[src/rtl/conv_encoder_top_if.sv]
// conv_encoder_top_if: payload-in / coded-word-out handshake bundle of the
// rate-1/2 convolutional encoder.
//   valid_i, data_i[7:0], flush_i, ready_o : payload byte / flush request side
//   valid_o, data_o[15:0], tail_o, ready_i : coded word side
// Modports:
//   slave  - encoder view (consumes payload, produces coded words)
//   master - environment view (produces payload, consumes coded words)
interface conv_encoder_top_if;
    logic        valid_i;
    logic [7:0]  data_i;
    logic        flush_i;
    logic        ready_o;
    logic        valid_o;
    logic [15:0] data_o;
    logic        tail_o;
    logic        ready_i;

    modport slave (
        input  valid_i,
        input  data_i,
        input  flush_i,
        input  ready_i,
        output ready_o,
        output valid_o,
        output data_o,
        output tail_o
    );

    modport master (
        output valid_i,
        output data_i,
        output flush_i,
        output ready_i,
        input  ready_o,
        input  valid_o,
        input  data_o,
        input  tail_o
    );
endinterface

[src/rtl/conv_encoder_top.sv]
// conv_encoder_top: rate-1/2, K=3 convolutional encoder (g0=7, g1=5 octal).
// A payload byte is taken on a valid/ready handshake, encoded MSB first at one
// bit per clock, and presented as one 16-bit coded word whose symbol k (k=0
// first) sits in data_o[15-2k:14-2k] = {c0,c1}. The trellis state persists
// across bytes; a flush encodes 0x00, returning the trellis to state 00, and
// marks the word with tail_o.
//
// Ports:
//   clk    - clock, rising edge
//   rst_n  - asynchronous active-low reset
//   bus    - conv_encoder_top_if.slave (valid_i/data_i/flush_i/ready_o on
//            the payload side, valid_o/data_o/tail_o/ready_i on the output)
//
// Parameters:
//   IDLE_LIMIT - idle cycles (non-zero trellis state, no request) before an
//                automatic flush; only meaningful with ENC_AUTO_FLUSH_EN.
//
// Build option:
//   ENC_AUTO_FLUSH_EN - when defined, an idle counter starts a flush on its
//                       own after IDLE_LIMIT idle cycles in a non-zero state.
module conv_encoder_top #(
    parameter int unsigned IDLE_LIMIT = 20
) (
    input  logic                clk,
    input  logic                rst_n,
    conv_encoder_top_if.slave   bus
);

    typedef enum logic [1:0] {
        ST_IDLE  = 2'd0,
        ST_SHIFT = 2'd1,
        ST_OUT   = 2'd2
    } state_t;

    state_t      state_r,     state_s;
    logic [7:0]  shreg_r,     shreg_s;
    logic [2:0]  cnt_r,       cnt_s;
    logic [1:0]  trellis_r,   trellis_s;   // {s1,s0}
    logic        tail_flag_r, tail_flag_s;
    logic        valid_r,     valid_s;
    logic [15:0] data_r,      data_s;
    logic        tail_r,      tail_s;
    logic [1:0]  sym_s;
    logic        auto_flush_s;

    // One trellis step: returns {c0,c1} for input bit u and state {s1,s0}.
    function automatic logic [1:0] conv_sym(input logic u, input logic [1:0] st);
        conv_sym = {u ^ st[0] ^ st[1], u ^ st[1]};
    endfunction

`ifdef ENC_AUTO_FLUSH_EN
    localparam int unsigned IdleW = (IDLE_LIMIT < 32'd2) ? 32'd1 : $clog2(IDLE_LIMIT + 32'd1);

    logic [IdleW-1:0] idle_cnt_r, idle_cnt_s;

    // The count can only reach the limit in a non-zero state, since state 00
    // clears it; the state term guards a degenerate IDLE_LIMIT of 0.
    assign auto_flush_s = (state_r == ST_IDLE) && (trellis_r != 2'b00) &&
                          (idle_cnt_r == IdleW'(IDLE_LIMIT));

    // Idle counter next value: counts quiet IDLE cycles while the trellis is dirty.
    always_comb begin
        idle_cnt_s = idle_cnt_r;
        if (state_r != ST_IDLE) begin
            idle_cnt_s = '0;
        end else if (bus.valid_i || bus.flush_i || auto_flush_s || (trellis_r == 2'b00)) begin
            idle_cnt_s = '0;
        end else if (idle_cnt_r != IdleW'(IDLE_LIMIT)) begin
            idle_cnt_s = idle_cnt_r + {{(IdleW-1){1'b0}}, 1'b1};
        end else begin
            idle_cnt_s = idle_cnt_r;
        end
    end

    // Idle counter register.
    always_ff @(posedge clk or negedge rst_n) begin
        if (!rst_n) begin
            idle_cnt_r <= '0;
        end else begin
            idle_cnt_r <= idle_cnt_s;
        end
    end
`else
    // No automatic termination in this build; the limit term is constant false.
    assign auto_flush_s = 1'b0 && (IDLE_LIMIT == 32'd0);
`endif

    assign sym_s = conv_sym(shreg_r[7], trellis_r);

    // Next-state and datapath next values; every register defaults to hold.
    always_comb begin
        state_s     = state_r;
        shreg_s     = shreg_r;
        cnt_s       = cnt_r;
        trellis_s   = trellis_r;
        tail_flag_s = tail_flag_r;
        valid_s     = valid_r;
        data_s      = data_r;
        tail_s      = tail_r;
        case (state_r)
            ST_IDLE: begin
                // A byte wins over a same-cycle flush; the flush is dropped.
                if (bus.valid_i) begin
                    shreg_s     = bus.data_i;
                    tail_flag_s = 1'b0;
                    cnt_s       = 3'd0;
                    state_s     = ST_SHIFT;
                end else if (bus.flush_i || auto_flush_s) begin
                    shreg_s     = 8'h00;
                    tail_flag_s = 1'b1;
                    cnt_s       = 3'd0;
                    state_s     = ST_SHIFT;
                end else begin
                    state_s     = ST_IDLE;
                end
            end
            ST_SHIFT: begin
                data_s[4'd15 - {cnt_r, 1'b0} -: 2] = sym_s;
                trellis_s = {trellis_r[0], shreg_r[7]};
                shreg_s   = {shreg_r[6:0], 1'b0};
                cnt_s     = cnt_r + 3'd1;
                if (cnt_r == 3'd7) begin
                    valid_s = 1'b1;
                    tail_s  = tail_flag_r;
                    state_s = ST_OUT;
                end else begin
                    state_s = ST_SHIFT;
                end
            end
            ST_OUT: begin
                if (bus.ready_i) begin
                    valid_s = 1'b0;
                    state_s = ST_IDLE;
                end else begin
                    state_s = ST_OUT;
                end
            end
            default: begin
                valid_s = 1'b0;
                state_s = ST_IDLE;
            end
        endcase
    end

    // FSM state register.
    always_ff @(posedge clk or negedge rst_n) begin
        if (!rst_n) begin
            state_r <= ST_IDLE;
        end else begin
            state_r <= state_s;
        end
    end

    // Datapath and output registers.
    always_ff @(posedge clk or negedge rst_n) begin
        if (!rst_n) begin
            shreg_r     <= 8'h00;
            cnt_r       <= 3'd0;
            trellis_r   <= 2'b00;
            tail_flag_r <= 1'b0;
            valid_r     <= 1'b0;
            data_r      <= 16'h0000;
            tail_r      <= 1'b0;
        end else begin
            shreg_r     <= shreg_s;
            cnt_r       <= cnt_s;
            trellis_r   <= trellis_s;
            tail_flag_r <= tail_flag_s;
            valid_r     <= valid_s;
            data_r      <= data_s;
            tail_r      <= tail_s;
        end
    end

    assign bus.ready_o = (state_r == ST_IDLE);
    assign bus.valid_o = valid_r;
    assign bus.data_o  = data_r;
    assign bus.tail_o  = tail_r;

endmodule

[src/flat_wrapper.sv]
// flat-port wrapper written by rule: the top's interface ports become plain ports
module conv_encoder_top_flat 
#(
    parameter int unsigned IDLE_LIMIT = 20
)
  (clk, rst_n, bus_valid_i, bus_data_i, bus_flush_i, bus_ready_i, bus_ready_o, bus_valid_o, bus_data_o, bus_tail_o);
  conv_encoder_top_if bus_i ();
  input  logic clk;
  input  logic rst_n;
  input wire logic [$bits(bus_i.valid_i)-1:0] bus_valid_i;
  input wire logic [$bits(bus_i.data_i)-1:0] bus_data_i;
  input wire logic [$bits(bus_i.flush_i)-1:0] bus_flush_i;
  input wire logic [$bits(bus_i.ready_i)-1:0] bus_ready_i;
  output wire logic [$bits(bus_i.ready_o)-1:0] bus_ready_o;
  output wire logic [$bits(bus_i.valid_o)-1:0] bus_valid_o;
  output wire logic [$bits(bus_i.data_o)-1:0] bus_data_o;
  output wire logic [$bits(bus_i.tail_o)-1:0] bus_tail_o;
  assign bus_i.valid_i = bus_valid_i;
  assign bus_i.data_i = bus_data_i;
  assign bus_i.flush_i = bus_flush_i;
  assign bus_i.ready_i = bus_ready_i;
  assign bus_ready_o = bus_i.ready_o;
  assign bus_valid_o = bus_i.valid_o;
  assign bus_data_o = bus_i.data_o;
  assign bus_tail_o = bus_i.tail_o;
  conv_encoder_top #(.IDLE_LIMIT(IDLE_LIMIT)) u_core (.clk(clk), .rst_n(rst_n), .bus(bus_i));
endmodule
[config.mk]
export PLATFORM = sky130hd
export DESIGN_NAME = conv_encoder_top_flat
export DESIGN_NICKNAME = d
export VERILOG_FILES = /design/src/rtl/conv_encoder_top_if.sv /design/src/rtl/conv_encoder_top.sv /design/src/flat_wrapper.sv
export SDC_FILE = /design/constraint.sdc
export NUM_CORES = 1
export LEC_CHECK = 0
export ABC_AREA = 1
export CAP_MARGIN = 5
export CORE_MARGIN = 2
export CORE_UTILIZATION = 50
export CTS_CLUSTER_DIAMETER = 40
export DETAILED_ROUTE_END_ITERATION = 6
export PLACE_DENSITY = 0.83
export RECOVER_POWER = 100
export SYNTH_ARGS = -nofsm -noshare
export SYNTH_HDL_FRONTEND = slang
export SYNTH_SLANG_ARGS = --single-unit
[constraint.sdc]
create_clock -name clk -period 4.3 [get_ports clk]
set_clock_uncertainty 0.2 [all_clocks]
set_input_delay 1.075 -clock clk [delete_from_list [all_inputs] [get_ports clk]]
set_output_delay 1.075 -clock clk [all_outputs]
set_load 0.01 [all_outputs]
# Yosys cells after proc, flatten, opt, wreduce, memory -nomap -nowiden
# Index checks and enable logic that the tools add are counted.
dict set report word_totals {
  out_inout_bits 19
  regBits 34
  elab_cells 47
}
dict set report op_classes {
  bitwise_logic 4
  shifts 2
  n_reduce_logical 7
  n_mux 17
  addsub 3
  eq_ne 6
}
# cell n
set op_table {}
lappend op_table {{variable shift 2 x 6 -> 17 bit (first input constant)} 1}
lappend op_table {{indexed part select 2 x 6 -> 17 bit} 1}
lappend op_table {{bitwise mux 16 bit} 1}
lappend op_table {{2-to-1 mux 8 bit} 2}
lappend op_table {{one-hot mux 8 bit (2 select lines)} 1}
lappend op_table {{2-to-1 mux 2 bit} 3}
lappend op_table {{2-to-1 mux 3 bit} 2}
lappend op_table {{negation 4 -> 6 bit} 1}
lappend op_table {{one-hot mux 2 bit (3 select lines)} 1}
lappend op_table {{one-hot mux 3 bit (2 select lines)} 1}
lappend op_table {{AND reduction 2 bit} 3}
lappend op_table {{2-to-1 mux 1 bit} 5}
lappend op_table {{nonzero test 2 bit} 2}
lappend op_table {{subtractor 4 bit (first input constant)} 1}
lappend op_table {{adder 3 x 1 -> 3 bit (second input constant)} 1}
lappend op_table {{== test 3 bit (second input constant)} 1}
lappend op_table {{!= test 3 bit (second input constant)} 1}
lappend op_table {{one-hot mux 1 bit (3 select lines)} 1}
lappend op_table {{AND reduction 3 bit} 1}
lappend op_table {{bitwise XOR 1 bit} 3}
lappend op_table {{== test 2 x 1 -> 1 bit (second input constant)} 1}
lappend op_table {{== test 2 bit (second input constant)} 1}
lappend op_table {{logical NOT 2 bit} 1}
lappend op_table {{!= test 2 x 1 -> 1 bit (second input constant)} 1}
lappend op_table {{2 further kinds} 2}

# Longest topological paths before layout
# Gate-level depths: netlist of the first run.
dict set report depth {
  ltp_word 4
  ltp_mapped 8
  mapped_depth_nobuf 8
}

# Worst setup path after synthesis of the first run
# OpenSTA, ideal clock, no wires.
dict set report synth_timing {
  path_type {input port to flip-flop}
  from {in bus_valid_i}
  to {reg u_core.cnt_r[1]}
  required_ns 4.024
  arrival_time_ns 1.804
  setup_slack_ns 2.220
  setup_ns 0.076
  path_stages 6
  cell_sequence {buf_6 -> or2_4 -> nand2_4 -> nand2_4 -> buf_6 -> o21ai_2}
}
dict set report synth_between {
  elab_chain_cells 2
  elab_cells_between_ends 4
  cone_classes {eq/ne: 1; mux: 2; reduce/logical: 1}
}
# element line_no
set synth_lines {}
lappend synth_lines {{start: declaration} flat_wrapper.sv:10} ;# input wire logic [$bits(bus_i.valid_i)-1:0] bus_valid_i;
lappend synth_lines {{2-to-1 mux 3 bit or != test 3 bit (tied branches)} --}
lappend synth_lines {{one-hot mux 3 bit (2 select lines) or AND reduction 2 bit (tied branches)} --}
lappend synth_lines {{end signal: assignment} conv_encoder_top.sv:166} ;# cnt_r <= cnt_s;
lappend synth_lines {{end: declaration} conv_encoder_top.sv:37} ;# logic [2:0] cnt_r, cnt_s;
# Parallel ways exist; a longest one is shown, timed or not.
# A chain may end at the register's enable or synchronous reset.

==> results.cfg, run 1 <==
[final_layout]
synth_to_layout_area_growth_pct = 21.5
design_area_um2 = 2030
layout.nets = 251
post-route-util = 0.619
final_cell_mix = 53 x sky130_fd_sc_hd__nand2_1, 34 x sky130_fd_sc_hd__dfrtp_1, 30 x sky130_fd_sc_hd__inv_1
seq_area_um2 = 851
multi_input_area_um2 = 617
total_of_fill_cells_in_the_finished_design = 299
layout-drive-gt1-share = 0.0472
fin_cells = 279
mostFrequentLayoutCell = sky130_fd_sc_hd__nand2_1
antenna_cells = 0

[detailed_routing]
detailedRoute.firstPassIterationCount = 4
drt_wl_total_um = 2850
average_via_count_per_standard_cell = 4.76
post-route-drc-count = 0
detail_route.iter0.violations = 37
wl_per_cell_um = 10.2
final_antenna_net_count = 0
vias = 1328

[clocking]
clockRootBuffer = sky130_fd_sc_hd__clkbuf_4
cts_hold_buffers = 0
cts_inserted_buffers = 5
clock_path_buffers = 2
setup_bufs_post_cts = 0
clkTransAtPathRegs_ps = 100
post_cts.resized_instances = 0
tritoncts = built
worst_skew_pair.late_latency_ps = 350
htree_levels = 2
number_of_clock_sinks = 34

[sta]
timing.fmax_ghz = 0.345
slew-limit-headroom = -0.144
fin_setup_tns_ps = 0
min_period_ps = 2900
final_worst_path_period_share = 0.673
setup_viol = 0
setup_repair_after_global_routing_missed_its_margin = false
hold_slack_ps = 283
finalMaxSlewViolations = 35
final_hold_vios = 0
worst-slew-pin-transition_ps = 1720

[place]
placement.io_buffers = 31
post-place-cells = 271
placed_cell_area_um2 = 2010
gpl.final_weighted_congestion = 0.763
dpl.hpwl_um = 2170

[run]
max_cap_violations = 1

[status]
outcome = complete, but fails checks
failing_checks = max-capacitance violations, max-slew violations

[hold_path]
hold_end = u_core.bus.data_o[11]$_DFFE_PN0P_
class_of_the_tightest_hold_or_removal_check = register to register
hp-start = u_core.bus.data_o[11]$_DFFE_PN0P_
hold_path_depth = 2

[floorplanning]
fp.dieW_um = 61.8
core_region_area_um2 = 3280
chipHeight_um = 61.8
initial_core_utilization = 0.509
io-pin-count = 32
die_area_um2 = 3820
std_cell_rows = 21

[worst_setup_path]
worst_setup_path_end_kind = asynchronous set/reset pin
critPathLaunchType = input port
path_class = input port to asynchronous set/reset pin
max_stage_delay_ps = 1240
reg2reg_setup_slack_ps = 2160
cp.buffers_inverters = 2
r2r_end = u_core.shreg_r[0]$_DFFE_PN0P_
cp.arrival_ps = 2840
cell_count_of_the_worst_reg_to_reg_path = 4
crit_fanout = 34
worst_r2r_startpoint = u_core.state_r[1]$_DFF_PN0_
critical_path.cell_chain = dlygate4sd3_1 > clkbuf_1
top_cell_family_by_delay_on_the_critical_path = buffers and inverters
timing.critical_path.required_ps = 4250
critPathSlowestCell = sky130_fd_sc_hd__clkbuf_1
setup.worst_path.start = rst_n

[logic_synthesis]
synth.distinct_cells = 20
yosys_warnings = 0
synth.yosys.seq_area_share = 0.509
syn_area_per_cell_um2 = 8.45
netlist_instances = 198
mappedNetlistArea_um2 = 1670
synthesis.nets = 217
synth-edff-count = 0
async_reset_ff_frac = 1.00
synth_top_flop_cell = sky130_fd_sc_hd__dfrtp_1
synth-seq-cells = 34

[global_route]
global_route.usage.total = 0.181
grt-ovfl-total = 0
grt_pass1_vias = 1212
antenna_found_initial = 0
global_route_wire_length_before_repair_um = 5010
largest_net_degree_at_the_start_of_global_routing = 35

[pwr]
peak_ir_drop_on_the_vdd_network_v = 0.000210
power_leakage_nw = 1.03
power_density_nw_per_um2 = 626
kinds of logic (layout without fill, tap and decap cells):
family,Yosys count,in the layout,share of synthesized area
AND/OR/NAND/NOR,92,92,0.239
buffers and inverters,36,71,0.0920
flip-flops,34,34,0.509
AO/OA/AOI/OAI,30,30,0.115
adder cells (fa/ha/maj),6,6,0.0449
flip-flops by register name, summed over array words and instances, names as in the netlist:
register / count
u_core.cnt_r: 3
u_core.trellis_r: 2
u_core.tail_flag_r: 1
u_core.state_r: 2
u_core.bus.data_o: 16
u_core.shreg_r: 8
u_core.bus.tail_o: 1
u_core.bus.valid_o: 1
metrics by stage:
step	total power, mW	setup slack, ps
4_1_cts	1.36	1430
6_report	1.27	1400
5_1_grt	1.40	1020
3_3_place_gp	1.11	1660
2_1_floorplan	0.907	2220
3_5_place_dp	1.13	1600
cell type report:
cell class                      count  area share
Sequential cell                    34       0.418
Multi-Input combinational cell    128       0.303
Timing Repair Buffer               32       0.154
Inverter                           31      0.0572
Tap cell                           46      0.0283
Clock inverter                      3      0.0197
Clock buffer                        5      0.0185
power by group:
part | switching, mW | internal (mW)
combinational | 0.315 | 0.221
sequential | 0.0706 | 0.438
clock | 0.108 | 0.120
layer usage:
| layer | track usage | wire length, um |
|---|---|---|
| met1 | 0.226 | 1350 |
| met2 | 0.293 | 1320 |
| met3 | 0.0621 | 130 |
| met4 | 0.0638 | 45 |
| met5 | 0 | 0 |
cell usage after synthesis (2+ instances only):
library cell	n	area share
sky130_fd_sc_hd__inv_1	28	0.063
sky130_fd_sc_hd__buf_6	2	0.013
sky130_fd_sc_hd__nand2_4	3	0.020
sky130_fd_sc_hd__nand2_1	51	0.11
sky130_fd_sc_hd__ha_1	6	0.045
sky130_fd_sc_hd__inv_2	2	0.0045
sky130_fd_sc_hd__dfrtp_1	34	0.51
sky130_fd_sc_hd__buf_2	3	0.0090
sky130_fd_sc_hd__nor2_1	16	0.036
sky130_fd_sc_hd__o21ai_0	12	0.036
sky130_fd_sc_hd__nand3_1	19	0.057
sky130_fd_sc_hd__o21ai_1	6	0.018
sky130_fd_sc_hd__o21ai_2	9	0.047
how the worst max path moves through the flow:
stage / to / cells after the start
after detailed placement: u_core.shreg_r[7]$_DFFE_PN0P_ / 6
after floorplan: u_core.cnt_r[1]$_DFFE_PN0P_ / 6
final: u_core.shreg_r[6]$_DFFE_PN0P_ / 2
after global placement: u_core.shreg_r[6]$_DFFE_PN0P_ / 6
after global routing: u_core.bus.data_o[11]$_DFFE_PN0P_ / 2
after CTS: bus_ready_o / 2
Power figures use the tool's default switching activity.
==> run 2, diff against run 1 <==
==> constraint.sdc (replaced) <==
create_clock -name clk -period 2.95 [get_ports clk]
set_clock_uncertainty 0.2 [all_clocks]
set_input_delay 0.7375 -clock clk [delete_from_list [all_inputs] [get_ports clk]]
set_output_delay 0.7375 -clock clk [all_outputs]
set_load 0.01 [all_outputs]
==> run 2 against run 1 <==
Effect of this change: the flow now finishes without violations; flip-flop and latch count unchanged; register-to-register slack worse by 1300 ps; clock-buffer cell count up 3; highest routed layer unchanged; hold slack worse by 2.9 ps; setup slack worse by 930 ps; largest power group unchanged; sequential share of layout area down 0.26 points; critical path depth unchanged.
==> results.cfg, run 2 (same netlist as run 1, synthesis figures left out) <==
[status]
outcome = finished, final reports clean

[pwr]
p_sw_frac = 0.383
power_report.internal_total_mw = 1.12
power_leakage_nw = 1.04
peak_ir_drop_on_the_vdd_network_v = 0.000307
power.combinational.fraction = 0.426
power.net_switching_uw = 697
share_seq_of_total_power = 0.406
share_clk_of_total_power = 0.168
fin_total_pwr_mw = 1.82
power_density_nw_per_um2 = 890

[final_layout]
seq_area_um2 = 851
layout-drive-gt1-share = 0.0598
multi_input_area_um2 = 619
design_area_um2 = 2050
total_of_fill_cells_in_the_finished_design = 287
antenna_cells = 0
final_cell_mix = 53 x sky130_fd_sc_hd__nand2_1, 34 x sky130_fd_sc_hd__dfrtp_1, 30 x sky130_fd_sc_hd__inv_1
synth_to_layout_area_growth_pct = 22.3
layout.nets = 252
mostFrequentLayoutCell = sky130_fd_sc_hd__nand2_1
number_of_flip_flops_under_the_largest_register_name = 16

[hold_path]
class_of_the_tightest_hold_or_removal_check = register to register

[clocking]
clock_path_buffers = 2
cts_inserted_buffers = 5
post_cts.resized_instances = 0
clkTransAtPathRegs_ps = 100
number_of_clock_sinks = 34
clockRootBuffer = sky130_fd_sc_hd__clkbuf_4
worst_skew_pair.late_latency_ps = 320
setup_bufs_post_cts = 0
htree_levels = 2
tritoncts = built
cts_hold_buffers = 0

[worst_setup_path]
critPathLaunchType = register
critical_path.cell_chain = nor2_1 > dlygate4sd3_1
cp.arrival_ps = 1540
worst_setup_path_end_kind = output pin
top_cell_family_by_delay_on_the_critical_path = buffers and inverters
reg2reg_setup_slack_ps = 860
cp.buffers_inverters = 1
timing.critical_path.required_ps = 2010
crit_fanout = 3
max_stage_delay_ps = 630
critPathSlowestCell = sky130_fd_sc_hd__dlygate4sd3_1
path_class = register to output pin

[sta]
final_worst_path_period_share = 0.839
min_period_ps = 2480
timing.fmax_ghz = 0.404
worst-slew-pin-transition_ps = 797
final_hold_vios = 0
setup_repair_after_global_routing_missed_its_margin = false
slew-limit-headroom = 0.469
setup_viol = 0
fin_setup_tns_ps = 0
finalMaxSlewViolations = 0

[detailed_routing]
detail_route.iter0.violations = 59
post-route-drc-count = 0
average_via_count_per_standard_cell = 4.71
vias = 1320
drt_wl_total_um = 2760
wl_per_cell_um = 9.87
final_antenna_net_count = 0
detailedRoute.firstPassIterationCount = 4

[global_route]
largest_net_degree_at_the_start_of_global_routing = 35
global_route_wire_length_before_repair_um = 4910
antenna_found_initial = 0
global_route.usage.total = 0.174
grt-ovfl-total = 0
grt_pass1_vias = 1170

[place]
dpl.hpwl_um = 2050
placement.io_buffers = 31
placed_cell_area_um2 = 2020
gpl.final_weighted_congestion = 0.735

[run]
max_cap_violations = 0

[floorplanning]
chipHeight_um = 61.8
core_region_area_um2 = 3280
std_cell_rows = 21
initial_core_utilization = 0.509
fp.dieW_um = 61.8
die_area_um2 = 3820
io-pin-count = 32
==> run 2: changes by cell type in the layout (fill, tap and decap cells not counted) <==
cell	delta
sky130_fd_sc_hd__or2_4	+1
sky130_fd_sc_hd__buf_4	+1
sky130_fd_sc_hd__clkbuf_1	-1
sky130_fd_sc_hd__clkbuf_8	+3
sky130_fd_sc_hd__bufinv_16	-1
sky130_fd_sc_hd__or2_0	-1
sky130_fd_sc_hd__clkinv_2	-2
sky130_fd_sc_hd__clkbuf_2	+1
==> run 2: area by class of cell <==
type	instances	share of cell area
well taps	46	0.0281
clock buffers	8	0.0385
inverters	31	0.0569
multi-input cells	128	0.303
flip-flops and latches	34	0.416
repair buffers	33	0.158
==> run 2: worst paths after layout <==
kind / start / end / cells after the start
setup / recovery: u_core.state_r[0]$_DFF_PN0_ / bus_ready_o / 2
hold / removal: u_core.bus.data_o[9]$_DFFE_PN0P_ / u_core.bus.data_o[9]$_DFFE_PN0P_ / 2
setup reg to reg: u_core.state_r[1]$_DFF_PN0_ / u_core.shreg_r[2]$_DFFE_PN0P_ / 5
hold reg to reg: u_core.bus.data_o[9]$_DFFE_PN0P_ / u_core.bus.data_o[9]$_DFFE_PN0P_ / 2
max in group asynchronous: rst_n / u_core.bus.data_o[5]$_DFFE_PN0P_ / 2
min in group asynchronous: rst_n / u_core.bus.data_o[10]$_DFFE_PN0P_ / 2
==> run 2: power by group through the flow <==
| stage | clock network (mW) | registers (mW) | logic, mW |
|---|---|---|---|
| after global routing | 0.339 | 0.767 | 0.919 |
| after CTS | 0.318 | 0.748 | 0.886 |
| after detailed placement | 0 | 0.758 | 0.882 |
| final | 0.305 | 0.739 | 0.776 |
| after floorplan | 0 | 0.780 | 0.542 |
| after global placement | 0 | 0.754 | 0.862 |
==> run 2: stage by stage <==
stage / hold WS (ps) / util / setup slack (ps) / cells
global route: 314 / 0.623 / 369 / 280
CTS: 292 / 0.638 / 466 / 280
global placement: 266 / 0.614 / 800 / 272
finish: 280 / 0.623 / 474 / 280
floorplan: 242 / - / 1210 / 198
detailed placement: 266 / 0.614 / 790 / 272
==> run 2: metal layers <==
layer | share of wire | track usage
met5 | 0 | 0
met4 | 0.0090 | 0.0456
met3 | 0.047 | 0.0621
met2 | 0.45 | 0.275
met1 | 0.50 | 0.228
==> run 2: worst reg2reg max path, cell delays in order, from the launching register on <==
cell and delay, ps:
sky130_fd_sc_hd__dfrtp_1 370, sky130_fd_sc_hd__inv_1 100, sky130_fd_sc_hd__nand2_1 560, sky130_fd_sc_hd__nand2_1 480, sky130_fd_sc_hd__nand2_1 170, sky130_fd_sc_hd__o21ai_0 90
==> run 3, diff against run 2 <==
==> constraint.sdc (replaced) <==
create_clock -name clk -period 2.4 [get_ports clk]
set_clock_uncertainty 0.2 [all_clocks]
set_input_delay 0.6 -clock clk [delete_from_list [all_inputs] [get_ports clk]]
set_output_delay 0.6 -clock clk [all_outputs]
set_load 0.01 [all_outputs]
==> run 3 against run 2 <==
Effect of this change: routed wire length grew 3.4%; setup slack lost 330 ps; flip-flop and latch count stayed put; combinational power grew 25%; sequential share of layout area is 0.10 points lower; global-route usage up 0.86 points; highest routed layer unchanged; power grew 24%; non-clock buffer count unchanged; largest cell class unchanged.
==> results.cfg, run 3 (same netlist as run 1, synthesis figures left out) <==
[status]
outcome = finished, final reports clean

[detailed_routing]
detailedRoute.firstPassIterationCount = 6
average_via_count_per_standard_cell = 4.71
vias = 1320
drt_wl_total_um = 2860
final_antenna_net_count = 0
post-route-drc-count = 0
detail_route.iter0.violations = 37
wl_per_cell_um = 10.2

[clocking]
clock_path_buffers = 2
clockRootBuffer = sky130_fd_sc_hd__clkbuf_4
setup_bufs_post_cts = 0
cts_inserted_buffers = 5
tritoncts = built
cts_hold_buffers = 0
htree_levels = 2
number_of_clock_sinks = 34
clkTransAtPathRegs_ps = 100
worst_skew_pair.late_latency_ps = 340

[place]
gpl.final_weighted_congestion = 0.735
post-place-cells = 272
placement.io_buffers = 31
detailedPlace.worstSlack_ps = 378
dpl.hpwl_um = 2080

[sta]
setup_repair_after_global_routing_missed_its_margin = false
timing.fmax_ghz = 0.443
fin_setup_tns_ps = 0
setup_viol = 0
min_period_ps = 2260
final_hold_vios = 0
final_worst_path_period_share = 0.941
slew-limit-headroom = 0.483
worst-slew-pin-transition_ps = 776
post-route-worst-setup-slack_ps = 142
finalMaxSlewViolations = 0

[floorplanning]
initial_core_utilization = 0.509
core_region_area_um2 = 3280
die_area_um2 = 3820
fp.dieW_um = 61.8
chipHeight_um = 61.8
io-pin-count = 32
std_cell_rows = 21

[final_layout]
synth_to_layout_area_growth_pct = 22.6
final_cell_mix = 52 x sky130_fd_sc_hd__nand2_1, 34 x sky130_fd_sc_hd__dfrtp_1, 30 x sky130_fd_sc_hd__inv_1
fin_cells = 280
number_of_flip_flops_under_the_largest_register_name = 16
post-route-util = 0.624
layout-drive-gt1-share = 0.0684
mostFrequentLayoutCell = sky130_fd_sc_hd__nand2_1
layout.nets = 252
antenna_cells = 0

[pwr]
power.net_switching_uw = 879
power.combinational.fraction = 0.429
share_clk_of_total_power = 0.169
share_seq_of_total_power = 0.402
power_report.internal_total_mw = 1.39
power_leakage_nw = 1.04
power_density_nw_per_um2 = 1110
p_sw_frac = 0.388
peak_ir_drop_on_the_vdd_network_v = 0.000398

[worst_setup_path]
destination_of_the_critical_timing_path = bus_ready_o
timing.critical_path.required_ps = 1600
r2r_end = u_core.bus.data_o[2]$_DFFE_PN0P_
worst_r2r_startpoint = u_core.state_r[1]$_DFF_PN0_
crit_fanout = 3
cp.arrival_ps = 1460
reg2reg_setup_slack_ps = 300
setup.worst_path.start = u_core.state_r[0]$_DFF_PN0_
worst_setup_path_end_kind = output pin
path_class = register to output pin
critPathLaunchType = register
cell_count_of_the_worst_reg_to_reg_path = 8

[global_route]
global_route.usage.total = 0.182
largest_net_degree_at_the_start_of_global_routing = 35
grt_pass1_vias = 1244
grt-ovfl-total = 0
global_route_wire_length_before_repair_um = 5140
antenna_found_initial = 0

[run]
max_cap_violations = 0

[hold_path]
class_of_the_tightest_hold_or_removal_check = register to register
-- run 3: power by group through the flow --
stage / Clock (mW) / Combinational [mW] / Sequential, mW
2_1_floorplan: 0 / 0.666 / 0.959
3_3_place_gp: 0 / 1.06 / 0.927
3_5_place_dp: 0 / 1.09 / 0.932
4_1_cts: 0.393 / 1.10 / 0.922
5_1_grt: 0.418 / 1.15 / 0.942
6_report: 0.383 / 0.972 / 0.911
-- run 3: cell type report --
class                   count  area, um2
well taps                  46       57.6
flip-flops and latches     34        851
repair buffers             33        323
clock buffers               8       78.8
multi-input cells         128        624
fillers                   301       1230
inverters                  31        116
-- run 3: worst max-delay path, stage by stage (launching register included) --
cell                              delay, ps
sky130_fd_sc_hd__dfrtp_1                410
sky130_fd_sc_hd__nor2_2                 160
sky130_fd_sc_hd__clkdlybuf4s50_1        550
-- run 3: worst min-delay path by stage --
| stage | endpoint | slack (ps) | cells after the start | startpoint |
|---|---|---|---|---|
| after floorplan | u_core.bus.data_o[0]$_DFFE_PN0P_ | 100 | 0 | rst_n |
| after global placement | u_core.bus.data_o[3]$_DFFE_PN0P_ | 270 | 2 | u_core.bus.data_o[3]$_DFFE_PN0P_ |
| after detailed placement | u_core.bus.data_o[3]$_DFFE_PN0P_ | 270 | 2 | u_core.bus.data_o[3]$_DFFE_PN0P_ |
| after CTS | u_core.bus.data_o[3]$_DFFE_PN0P_ | 290 | 2 | u_core.bus.data_o[3]$_DFFE_PN0P_ |
| after global routing | u_core.bus.data_o[15]$_DFFE_PN0P_ | 320 | 2 | u_core.bus.data_o[15]$_DFFE_PN0P_ |
| final | u_core.bus.data_o[7]$_DFFE_PN0P_ | 280 | 2 | u_core.bus.data_o[7]$_DFFE_PN0P_ |
-- run 3: stage by stage --
stage | hold slack (ps) | instance area, um2 | total power [mW]
6_report | 282 | 2050 | 2.27
5_1_grt | 317 | 2050 | 2.51
4_1_cts | 292 | 2100 | 2.41
3_5_place_dp | 267 | 2020 | 2.02
3_3_place_gp | 266 | 2020 | 1.99
2_1_floorplan | 104 | 1670 | 1.62
-- run 3: routing by layer --
layer	wire length, um	global-route usage
met1	1400	0.238
met4	29	0.0729
met5	0	0
met2	1320	0.289
met3	110	0.0497
-- run 3: timing repair --
item                                    CTS  global route
endpoints found under the setup margin    0             1
hold endpoints to repair                  0             0
resized for setup                         0             1
